<file path="config.mk">
export PLATFORM = sky130hd
export DESIGN_NAME = idli_regs_wr_ctl_m_flat
export DESIGN_NICKNAME = d
export VERILOG_FILES = /design/src/rtl/idli_pkg.sv /design/src/rtl/idli_regs_wr_ctl_m_if.sv /design/src/rtl/idli_wctl_arb_m.sv /design/src/rtl/idli_regs_wr_ctl_m.sv /design/src/flat_wrapper.sv
export SDC_FILE = /design/constraint.sdc
export NUM_CORES = 1
export LEC_CHECK = 0
export CORE_MARGIN = 3
export CORE_UTILIZATION = 37
export DETAILED_ROUTE_END_ITERATION = 16
export HOLD_SLACK_MARGIN = 0.02
export PLACE_DENSITY_LB_ADDON = 0.15
export SLEW_MARGIN = 5
export SYNTH_ARGS = -nofsm -noshare
export SYNTH_HDL_FRONTEND = slang
export SYNTH_SLANG_ARGS = --single-unit
</file>
<file path="constraint.sdc">
create_clock -name i_wctl_gck -period 1.4 [get_ports i_wctl_gck]
set_input_delay 0.14 -clock i_wctl_gck [delete_from_list [all_inputs] [get_ports i_wctl_gck]]
set_output_delay 0.14 -clock i_wctl_gck [all_outputs]
set_load 0.05 [all_outputs]
</file>
<file path="src/rtl/idli_pkg.sv">
// idli_pkg: shared register-file types plus the write-controller types
package idli_pkg;
   typedef logic [2:0] greg_t;
   typedef logic [3:0] sqi_data_t;
   typedef logic [1:0] wctl_phase_t;
   typedef enum logic [1:0] {WCTL_IDLE, WCTL_PEND, WCTL_WRITE} wctl_state_t;
   typedef struct packed {
      greg_t      wreg;
      logic [15:0] data;
   } wctl_req_t;
endpackage

</file>
<file path="src/rtl/idli_regs_wr_ctl_m_if.sv">
// idli_regs_wr_ctl_m_if: writeback requests (alu_*, mem_*) and nibble write port (phase, wr_*, busy)
interface idli_regs_wr_ctl_m_if;
   import idli_pkg::*;
   logic        alu_vld;
   logic        alu_rdy;
   greg_t       alu_reg;
   logic [15:0] alu_data;
   logic        mem_vld;
   logic        mem_rdy;
   greg_t       mem_reg;
   logic [15:0] mem_data;
   wctl_phase_t phase;
   logic        wr_en;
   greg_t       wr_reg;
   sqi_data_t   wr_data;
   logic [7:0]  busy;
   modport master (
      output alu_vld, alu_reg, alu_data, mem_vld, mem_reg, mem_data,
      input  alu_rdy, mem_rdy, phase, wr_en, wr_reg, wr_data, busy
   );
   modport slave (
      input  alu_vld, alu_reg, alu_data, mem_vld, mem_reg, mem_data,
      output alu_rdy, mem_rdy, phase, wr_en, wr_reg, wr_data, busy
   );
endinterface

</file>
<file path="src/rtl/idli_wctl_arb_m.sv">
// idli_wctl_arb_m: 2-way round-robin arbiter; ports clk, rst, alu_vld/mem_vld in, alu_gnt/mem_gnt out, upd = grant taken
module idli_wctl_arb_m (
   input  logic clk,
   input  logic rst,
   input  logic alu_vld,
   input  logic mem_vld,
   input  logic upd,
   output logic alu_gnt,
   output logic mem_gnt
);
   logic last_mem;
   always_comb begin
      alu_gnt = alu_vld & (~mem_vld | last_mem);
      mem_gnt = mem_vld & (~alu_vld | ~last_mem);
   end
   // resets to MEM so the ALU wins the first tie
   always_ff @(posedge clk or posedge rst)
      if (rst) last_mem <= 1'b1;
      else if (upd) last_mem <= mem_gnt;
endmodule

</file>
<file path="src/rtl/idli_regs_wr_ctl_m.sv">
// idli_regs_wr_ctl_m: write-port controller; ports i_wctl_gck, i_wctl_rst, wctl (slave: requests in, nibble writes/busy out); macro IDLI_WCTL_R0_ZERO_EN hard-wires reg 0 to zero
module idli_regs_wr_ctl_m
   import idli_pkg::*;
(
   input logic                 i_wctl_gck,
   input logic                 i_wctl_rst,
   idli_regs_wr_ctl_m_if.slave wctl
);
   localparam logic [1:0] IDLE  = WCTL_IDLE;
   localparam logic [1:0] PEND  = WCTL_PEND;
   localparam logic [1:0] WRITE = WCTL_WRITE;
   wctl_phase_t phase;
   logic [1:0]  state, state_nx;
   wctl_req_t   req;
   logic        alu_gnt, mem_gnt, slot, acc, r0;
   idli_wctl_arb_m u_arb (
      .clk     (i_wctl_gck),
      .rst     (i_wctl_rst),
      .alu_vld (wctl.alu_vld),
      .mem_vld (wctl.mem_vld),
      .upd     (acc),
      .alu_gnt (alu_gnt),
      .mem_gnt (mem_gnt)
   );
   always_comb begin
      // a new request fits when idle or while the last nibble goes out
      slot         = ~i_wctl_rst & ((state == IDLE) | ((state == WRITE) & (phase == 2'd3)));
      wctl.alu_rdy = slot & alu_gnt;
      wctl.mem_rdy = slot & mem_gnt;
      acc          = wctl.alu_rdy | wctl.mem_rdy;
      state_nx     = (state == PEND) ? ((phase == 2'd3) ? WRITE : PEND)
                   : ((state == WRITE) & (phase != 2'd3)) ? WRITE
                   : acc ? ((phase == 2'd3) ? WRITE : PEND) : IDLE;
`ifdef IDLI_WCTL_R0_ZERO_EN
      r0           = (req.wreg == 3'd0);
`else
      r0           = 1'b0;
`endif
      wctl.phase   = phase;
      wctl.wr_en   = (state == WRITE) & ~r0;
      wctl.wr_reg  = (state == WRITE) ? req.wreg : 3'd0;
      wctl.wr_data = (state == WRITE) ? req.data[{phase, 2'b00} +: 4] : 4'd0;
      wctl.busy    = (((state == PEND) | (state == WRITE)) & ~r0) ? (8'd1 << req.wreg) : 8'd0;
   end
   always_ff @(posedge i_wctl_gck or posedge i_wctl_rst)
      if (i_wctl_rst) begin
         phase <= 2'd0;
         state <= IDLE;
         req   <= '0;
      end else begin
         phase <= phase + 2'd1;
         state <= state_nx;
         if (acc) req <= alu_gnt ? wctl_req_t'{wreg: wctl.alu_reg, data: wctl.alu_data}
                                 : wctl_req_t'{wreg: wctl.mem_reg, data: wctl.mem_data};
      end
endmodule

</file>
<file path="src/flat_wrapper.sv">
// flat-port wrapper written by rule: the top's interface ports become plain ports
module idli_regs_wr_ctl_m_flat import idli_pkg::*;
  (i_wctl_gck, i_wctl_rst, wctl_alu_vld, wctl_alu_reg, wctl_alu_data, wctl_mem_vld, wctl_mem_reg, wctl_mem_data, wctl_alu_rdy, wctl_mem_rdy, wctl_phase, wctl_wr_en, wctl_wr_reg, wctl_wr_data, wctl_busy);
  idli_regs_wr_ctl_m_if wctl_i ();
  input logic i_wctl_gck;
  input logic i_wctl_rst;
  input wire logic [$bits(wctl_i.alu_vld)-1:0] wctl_alu_vld;
  input wire logic [$bits(wctl_i.alu_reg)-1:0] wctl_alu_reg;
  input wire logic [$bits(wctl_i.alu_data)-1:0] wctl_alu_data;
  input wire logic [$bits(wctl_i.mem_vld)-1:0] wctl_mem_vld;
  input wire logic [$bits(wctl_i.mem_reg)-1:0] wctl_mem_reg;
  input wire logic [$bits(wctl_i.mem_data)-1:0] wctl_mem_data;
  output wire logic [$bits(wctl_i.alu_rdy)-1:0] wctl_alu_rdy;
  output wire logic [$bits(wctl_i.mem_rdy)-1:0] wctl_mem_rdy;
  output wire logic [$bits(wctl_i.phase)-1:0] wctl_phase;
  output wire logic [$bits(wctl_i.wr_en)-1:0] wctl_wr_en;
  output wire logic [$bits(wctl_i.wr_reg)-1:0] wctl_wr_reg;
  output wire logic [$bits(wctl_i.wr_data)-1:0] wctl_wr_data;
  output wire logic [$bits(wctl_i.busy)-1:0] wctl_busy;
  assign wctl_i.alu_vld = wctl_alu_vld;
  assign wctl_i.alu_reg = wctl_alu_reg;
  assign wctl_i.alu_data = wctl_alu_data;
  assign wctl_i.mem_vld = wctl_mem_vld;
  assign wctl_i.mem_reg = wctl_mem_reg;
  assign wctl_i.mem_data = wctl_mem_data;
  assign wctl_alu_rdy = wctl_i.alu_rdy;
  assign wctl_mem_rdy = wctl_i.mem_rdy;
  assign wctl_phase = wctl_i.phase;
  assign wctl_wr_en = wctl_i.wr_en;
  assign wctl_wr_reg = wctl_i.wr_reg;
  assign wctl_wr_data = wctl_i.wr_data;
  assign wctl_busy = wctl_i.busy;
  idli_regs_wr_ctl_m u_core (.i_wctl_gck(i_wctl_gck), .i_wctl_rst(i_wctl_rst), .wctl(wctl_i));
endmodule
</file>
==> run metrics <==
DRT Pass-1 Iters=4; Sw Pwr=2.55 mW; Reg power frac=0.226; initial antenna violation count=0; status=complete, but fails checks; I/O Pins=62; Initial DRC Count=62; via density per instance=5.72; switching part of the total power=0.423; Layout Cells excl Fill=253; clock slew at reported path FFs=0.08 ns; Finished Core Util=0.831; Worst-Margin Slew=0.473 ns; Yosys reg bits=24; CTS max path bufs=2; Buf/Inv on CP=1; CP arrival=1.60 ns; # hold bufs at CTS=0; Crit path max-delay family=multiplexers; vias in the first global route=1499; critical path, cell by cell=mux4_2 > and2_4 > buf_8; number of unique standard cell types used by synthesis=26; # rows=21; CP Launch Type=register; skew final=0.00428 ns; Pint=3.47 mW; combinational share of power=0.695; Total Routing Usage GR=0.226; Initial Util=0.395; Synth Net Count=168; die height=66.6 um; Detail Route Antenna Nets=0; P&R area growth vs syn=110%; # nets final=254; FILL cells=169; Vias=1447; first-pass GRT wire length=7.65 mm; die footprint=0.00444 mm2; Die W=66.6 um; timing-limited maximum frequency=0.575 GHz; mapped cell area=0.00136 mm2; WP data required=1.26 ns; sequential share of the synthesized area=0.443; Slowest cell on crit path=mux4_2; core outline area=0.00344 mm2; RSZ-0062 raised after global routing=yes; share of cells above drive strength 1=0.531; Wirelength per Cell=21.4 um; Diodes inserted=0; P_leak=1.11 nW; Inserted Clock Buffers=3; YS warnings=0; Inst Count DP=234; CP peak stage delay=0.54 ns; gpl congestion=0.788; Peak VDD IR=1090 uV; final WL=5.42 mm; root buffer cell=clkbuf_8; final hold viol count=0; setup TNS=-8.13 ns; syn avg cell area=11.1 um2; PnR worst setup slack=-0.340 ns; Port Buffer Count=61; largest fanout on the critical path=6; H-tree depth=1; Mapped Cells=122; Worst slew margin=0.684; class of the worst hold path=in -> async; placed wire-length estimate=3.27 mm; kind of critical path=reg -> out; clk_lat worst skew=0.27 ns; minimum clock period=1.74 ns; maxcap violations=0; Tot Pwr=6.02 mW; final slew viol count=0; Final period util=1.24; PD cells=2100 mW/mm2; Remaining Overflow, GRT=0; Setup-failing EPs final=40; largest net degree at the start of global routing=21; CTS tree=done; failing checks=setup timing; Clk network pwr share=0.078; DRC=0; Clock Sinks=24; Crit. End Element=primary output
final cells by class:
| class | instances | area, um2 | share of cell area |
|---|---|---|---|
| Inverter | 6 | 22.5 | 0.00787 |
| Multi-Input combinational cell | 81 | 986 | 0.345 |
| Clock buffer | 4 | 55.1 | 0.0192 |
| Tap cell | 46 | 57.6 | 0.0201 |
| Sequential cell | 24 | 606 | 0.212 |
| Timing Repair Buffer | 92 | 1130 | 0.396 |
flip-flops by register name, summed over array words and instances (netlist names):
name / cells
u_core.wctl.phase: 2
u_core.req: 19
u_core.u_arb.last_mem: 1
u_core.state: 2
per-layer routing:
layer	track usage	vias to the layer above	part of all wire
met5	0	-	0
met4	0.0457	0	0.016
met3	0.0236	9	0.039
met2	0.411	54	0.55
met1	0.289	726	0.40
li1	-	658	-
worst min-delay path: stages:
cell and delay [ns]:
clkdlybuf4s50_1 0.54, buf_4 0.22, inv_1 0.26
cells in the final DEF, fill, tap and decap left out, types with 2 or more instances in the layout:
| cell | n |
|---|---|
| clkdlybuf4s50_1 | 41 |
| nand2b_1 | 2 |
| and2_4 | 6 |
| dfrtp_2 | 3 |
| buf_16 | 2 |
| o32ai_1 | 19 |
| buf_6 | 10 |
| buf_4 | 16 |
| a2bb2oi_2 | 17 |
| mux4_2 | 4 |
| nor2_4 | 7 |
| buf_12 | 18 |
| inv_2 | 2 |
| dfrtp_1 | 20 |
| inv_1 | 4 |
| ha_4 | 3 |
| nor3_4 | 4 |
| buf_8 | 5 |
| a2bb2oi_1 | 2 |
| clkbuf_8 | 4 |
worst paths after layout:
check | start | end | slack [ns] | cells after the start
max reg2reg | u_core.wctl.phase[0]$_DFF_PP0_ | u_core.req[13]$_DFFE_PP0P_ | -0.21 | 7
min reg2reg | u_core.req[5]$_DFFE_PP0P_ | u_core.req[5]$_DFFE_PP0P_ | 0.53 | 1
min | i_wctl_rst | u_core.req[16]$_DFFE_PP0P_ | 0.48 | 3
max in group asynchronous | i_wctl_rst | u_core.wctl.phase[1]$_DFF_PP0_ | 0.51 | 4
max | u_core.wctl.phase[0]$_DFF_PP0_ | wctl_wr_data[1] | -0.34 | 3
min in group i_wctl_gck | wctl_mem_data[7] | u_core.req[7]$_DFFE_PP0P_ | 0.49 | 3
synthesized netlist by cell type:
library cell   n  area share
a21oi_2        1      0.0064
inv_1          6       0.017
nor3_1         3       0.011
o31a_1         1      0.0064
dfrtp_1       23        0.42
buf_6          1      0.0083
nand2b_1       3       0.014
buf_2          1      0.0037
clkbuf_1       9       0.025
nor2_1         8       0.022
ha_1           4       0.037
a21o_1         1      0.0055
a21bo_2        1      0.0074
or4b_2         1      0.0074
or3_1          1      0.0046
o32ai_1       19        0.12
nand2_1        2      0.0055
mux4_2         4       0.066
a2bb2oi_1     19        0.12
nor3_4         1       0.012
dfstp_2        1       0.019
a21oi_1        2      0.0074
a31oi_1        1      0.0046
nor2b_1        1      0.0046
nor4_1         1      0.0046
and2_1         7       0.032
through the flow:
stage                     instance area, um2  setup WS [ns]  hold slack, ns
after floorplan                         1490         -0.289           0.347
after global placement                  2390         -0.216           0.517
after detailed placement                2390         -0.298           0.525
after CTS                               2740         -0.337           0.439
after global routing                    2860         -0.400           0.514
final                                   2860         -0.340           0.476
power groups by stage:
stage | Clock [mW] | Combinational (mW) | Sequential, mW
after global placement | 0 | 2.97 | 1.26
after CTS | 0.472 | 3.85 | 1.31
after detailed placement | 0 | 3.05 | 1.27
final | 0.472 | 4.18 | 1.36
after global routing | 0.504 | 4.35 | 1.40
after floorplan | 0 | 1.91 | 1.20
repair_timing:
| action | 4_1_cts | 5_1_grt |
|---|---|---|
| gates cloned | 2 | 2 |
| resized for setup | 47 | 20 |
| setup buffers | 6 | 7 |
| setup endpoints to repair | 37 | 40 |
| pin swaps | 18 | 7 |
kinds of logic (layout without fill, tap and decap cells):
| family | after synthesis | in the layout | share of synthesized area |
|---|---|---|---|
| AO/OA/AOI/OAI | 45 | 45 | 0.283 |
| AND/OR/NAND/NOR | 28 | 28 | 0.118 |
| flip-flops | 24 | 24 | 0.443 |
| buffers and inverters | 17 | 102 | 0.0534 |
| adder cells (fa/ha/maj) | 4 | 4 | 0.0368 |
| multiplexers | 4 | 4 | 0.0663 |
No activity file was read; power rests on OpenSTA's default activity.
==> patch, RTL diff (same settings) <==
Add a define of `IDLI_WCTL_R0_ZERO_EN`.
--- a/src/rtl/idli_regs_wr_ctl_m.sv
+++ b/src/rtl/idli_regs_wr_ctl_m.sv
@@ -1,4 +1,6 @@
 // idli_regs_wr_ctl_m: write-port controller; ports i_wctl_gck, i_wctl_rst, wctl (slave: requests in, nibble writes/busy out); macro IDLI_WCTL_R0_ZERO_EN hard-wires reg 0 to zero
+`define IDLI_WCTL_R0_ZERO_EN
+
 module idli_regs_wr_ctl_m
    import idli_pkg::*;
 (
Behaviour: not the same (a bounded check fails within 4 cycles, from zero or initial values and one cycle with i_wctl_rst high).
==> patch against the original RTL <==
The run still ends with setup timing left. Hold slack gained 0.022 ns. Worst setup slack got worse by 0.041 ns. Clock power increased by 30%. Utilization up 2.3 points. Final area grew 2.8%. Total power grew 8.3%. Routed wire length rose by 9.8%. Sequential cell count is the same. Synthesized area grew 0.83%.
==> patch: results (changes against the original RTL) <==
The flow ran to the end, but the final reports show violations. The checks that failed: setup timing. The delay contributed by the slowest stage of the critical path is 0.39 ns (-0.15 ns). The worst supply voltage drop on vdd was 0.00101 V (-7.0%); the pin count of the biggest net entering global routing was 25 (+19%). The count of cells along the worst register-to-register path was 9 (+2); the number of setup violations in the final report was 39 (-2.5%). The run gives 240 (+2.6%) as the count of placed standard cells including taps.

The run gives 1.15 nW (+3.2%) as the reported leakage power. The setup slack after layout was -0.381 ns (-0.0406 ns). Ranked by total cell area, the synthesized netlist is headed by sky130_fd_sc_hd__dfrtp_1 (42%), sky130_fd_sc_hd__a2bb2oi_1 (12%), sky130_fd_sc_hd__o32ai_1 (12%), sky130_fd_sc_hd__mux4_2 (6.6%), sky130_fd_sc_hd__ha_1 (3.7%). The logs give 27 (+3.8%) for the count of cell types in the netlist and -0.198 ns (+0.101 ns) for the worst setup slack before clock tree synthesis.

The number of nets produced by synthesis is 170 (+1.2%). The commonest cells after synthesis are sky130_fd_sc_hd__dfrtp_1 (23), sky130_fd_sc_hd__a2bb2oi_1 (19), sky130_fd_sc_hd__o32ai_1 (19). The tools report the endpoint of the lowest-slack register-to-register path as u_core.req[18]. The critical-path maximum fanout works out to 5 (-1). The logs give 1.64 ns (+0.04 ns) for the arrival time of data at the critical path endpoint and 124 (+1.6%) for the gate count of the mapped netlist. The count of buffers from port buffering is 60 (-1.6%), and the global-route usage over all layers is 26.7% (+4.1 points).

The cell with the largest stage delay on the worst path was sky130_fd_sc_hd__dfrtp_1. The aggregate routed wire length is 5950 um (+9.8%). The beginning of the critical path is u_core.state[0]. The reported net switching power came out at 2.71 mW (+6.5%). The share of layout cells above drive strength 1 came out at 55.2% (+2.0 points). The number of global-route vias before repair is 1760 (+17%), and the internal reg-to-reg setup slack is -0.31 ns (-0.10 ns).

The logs give 8920 um (+17%) for the wire length of the first global-routing pass and 43.9% (-0.36 points) for the sequential share of the synthesized area. The worst clock skew came out at 0.00365 ns (-0.000634 ns). The post-detailed-placement cell area was 2400 um^2 (+0.42%).
-- patch: layout make-up --
| class | instances | area, um^2 |
|---|---|---|
| clock buffers | 3 | 41.3 |
| clock inverters | 1 | 30.0 |
| fillers | 153 | 502 |
| inverters | 6 | 22.5 |
| multi-input cells | 82 | 1020 |
| flip-flops and latches | 24 | 604 |
| well taps | 46 | 57.6 |
| repair buffers | 96 | 1170 |
-- patch: metrics by stage --
stage	power [mW]	TNS (ns)	util (%)
floorplan	3.17	-3.37	-
global placement	4.37	-1.69	69.6
detailed placement	4.46	-2.45	69.6
CTS	6.08	-8.19	82.3
global route	6.78	-12.63	85.4
finish	6.51	-10.26	85.4
-- patch: power by group through the flow --
stage / sequential (mW) / combinational [mW] / clock (mW)
2_1_floorplan: 1.16 / 2.00 / 0
3_3_place_gp: 1.19 / 3.17 / 0
3_5_place_dp: 1.21 / 3.25 / 0
4_1_cts: 1.24 / 4.22 / 0.622
5_1_grt: 1.33 / 4.78 / 0.665
6_report: 1.31 / 4.60 / 0.613
-- patch: logic make-up (layout without fill, tap and decap cells) --
group	after synthesis	after routing	synth area share (%)
flops	24	24	43.9
mux	4	4	6.58
simple gates	28	28	11.8
other cells	1	1	0.274
buf+inv	18	106	5.75
compound gates	45	45	28.0
fa+ha+maj	4	4	3.65
-- patch: what timing repair did --
item	4_1_cts	5_1_grt
resized for setup	51	22
endpoints found under the hold margin	0	0
pin swaps	16	9
gates cloned	3	0
setup buffers	12	3
setup endpoints to repair	39	39
-- patch: worst max-delay path by stage --
stage | endpoint | depth (start not counted) | slack (ns)
CTS | wctl_wr_data[1] | 3 | -0.35
finish | wctl_wr_en | 5 | -0.38
detailed placement | u_core.req[14] | 5 | -0.20
global placement | u_core.req[2] | 5 | -0.12
global route | wctl_wr_en | 5 | -0.43
floorplan | wctl_wr_data[0] | 3 | -0.19
-- patch: metal layers --
| metal | track usage (%) | routed length [um] |
|---|---|---|
| met1 | 32.9 | 2320 |
| met2 | 46.2 | 3050 |
| met3 | 5.56 | 449 |
| met4 | 9.11 | 128 |
| met5 | 0 | 0 |
-- patch: worst max-delay path: cells and delay by family (launching register included) --
kind | cells | cell delay (ns)
and+or+nand+nor | 2 | 0.53
DFF | 1 | 0.39
buffers and inverters | 2 | 0.24
adders and majority gates | 1 | 0.20
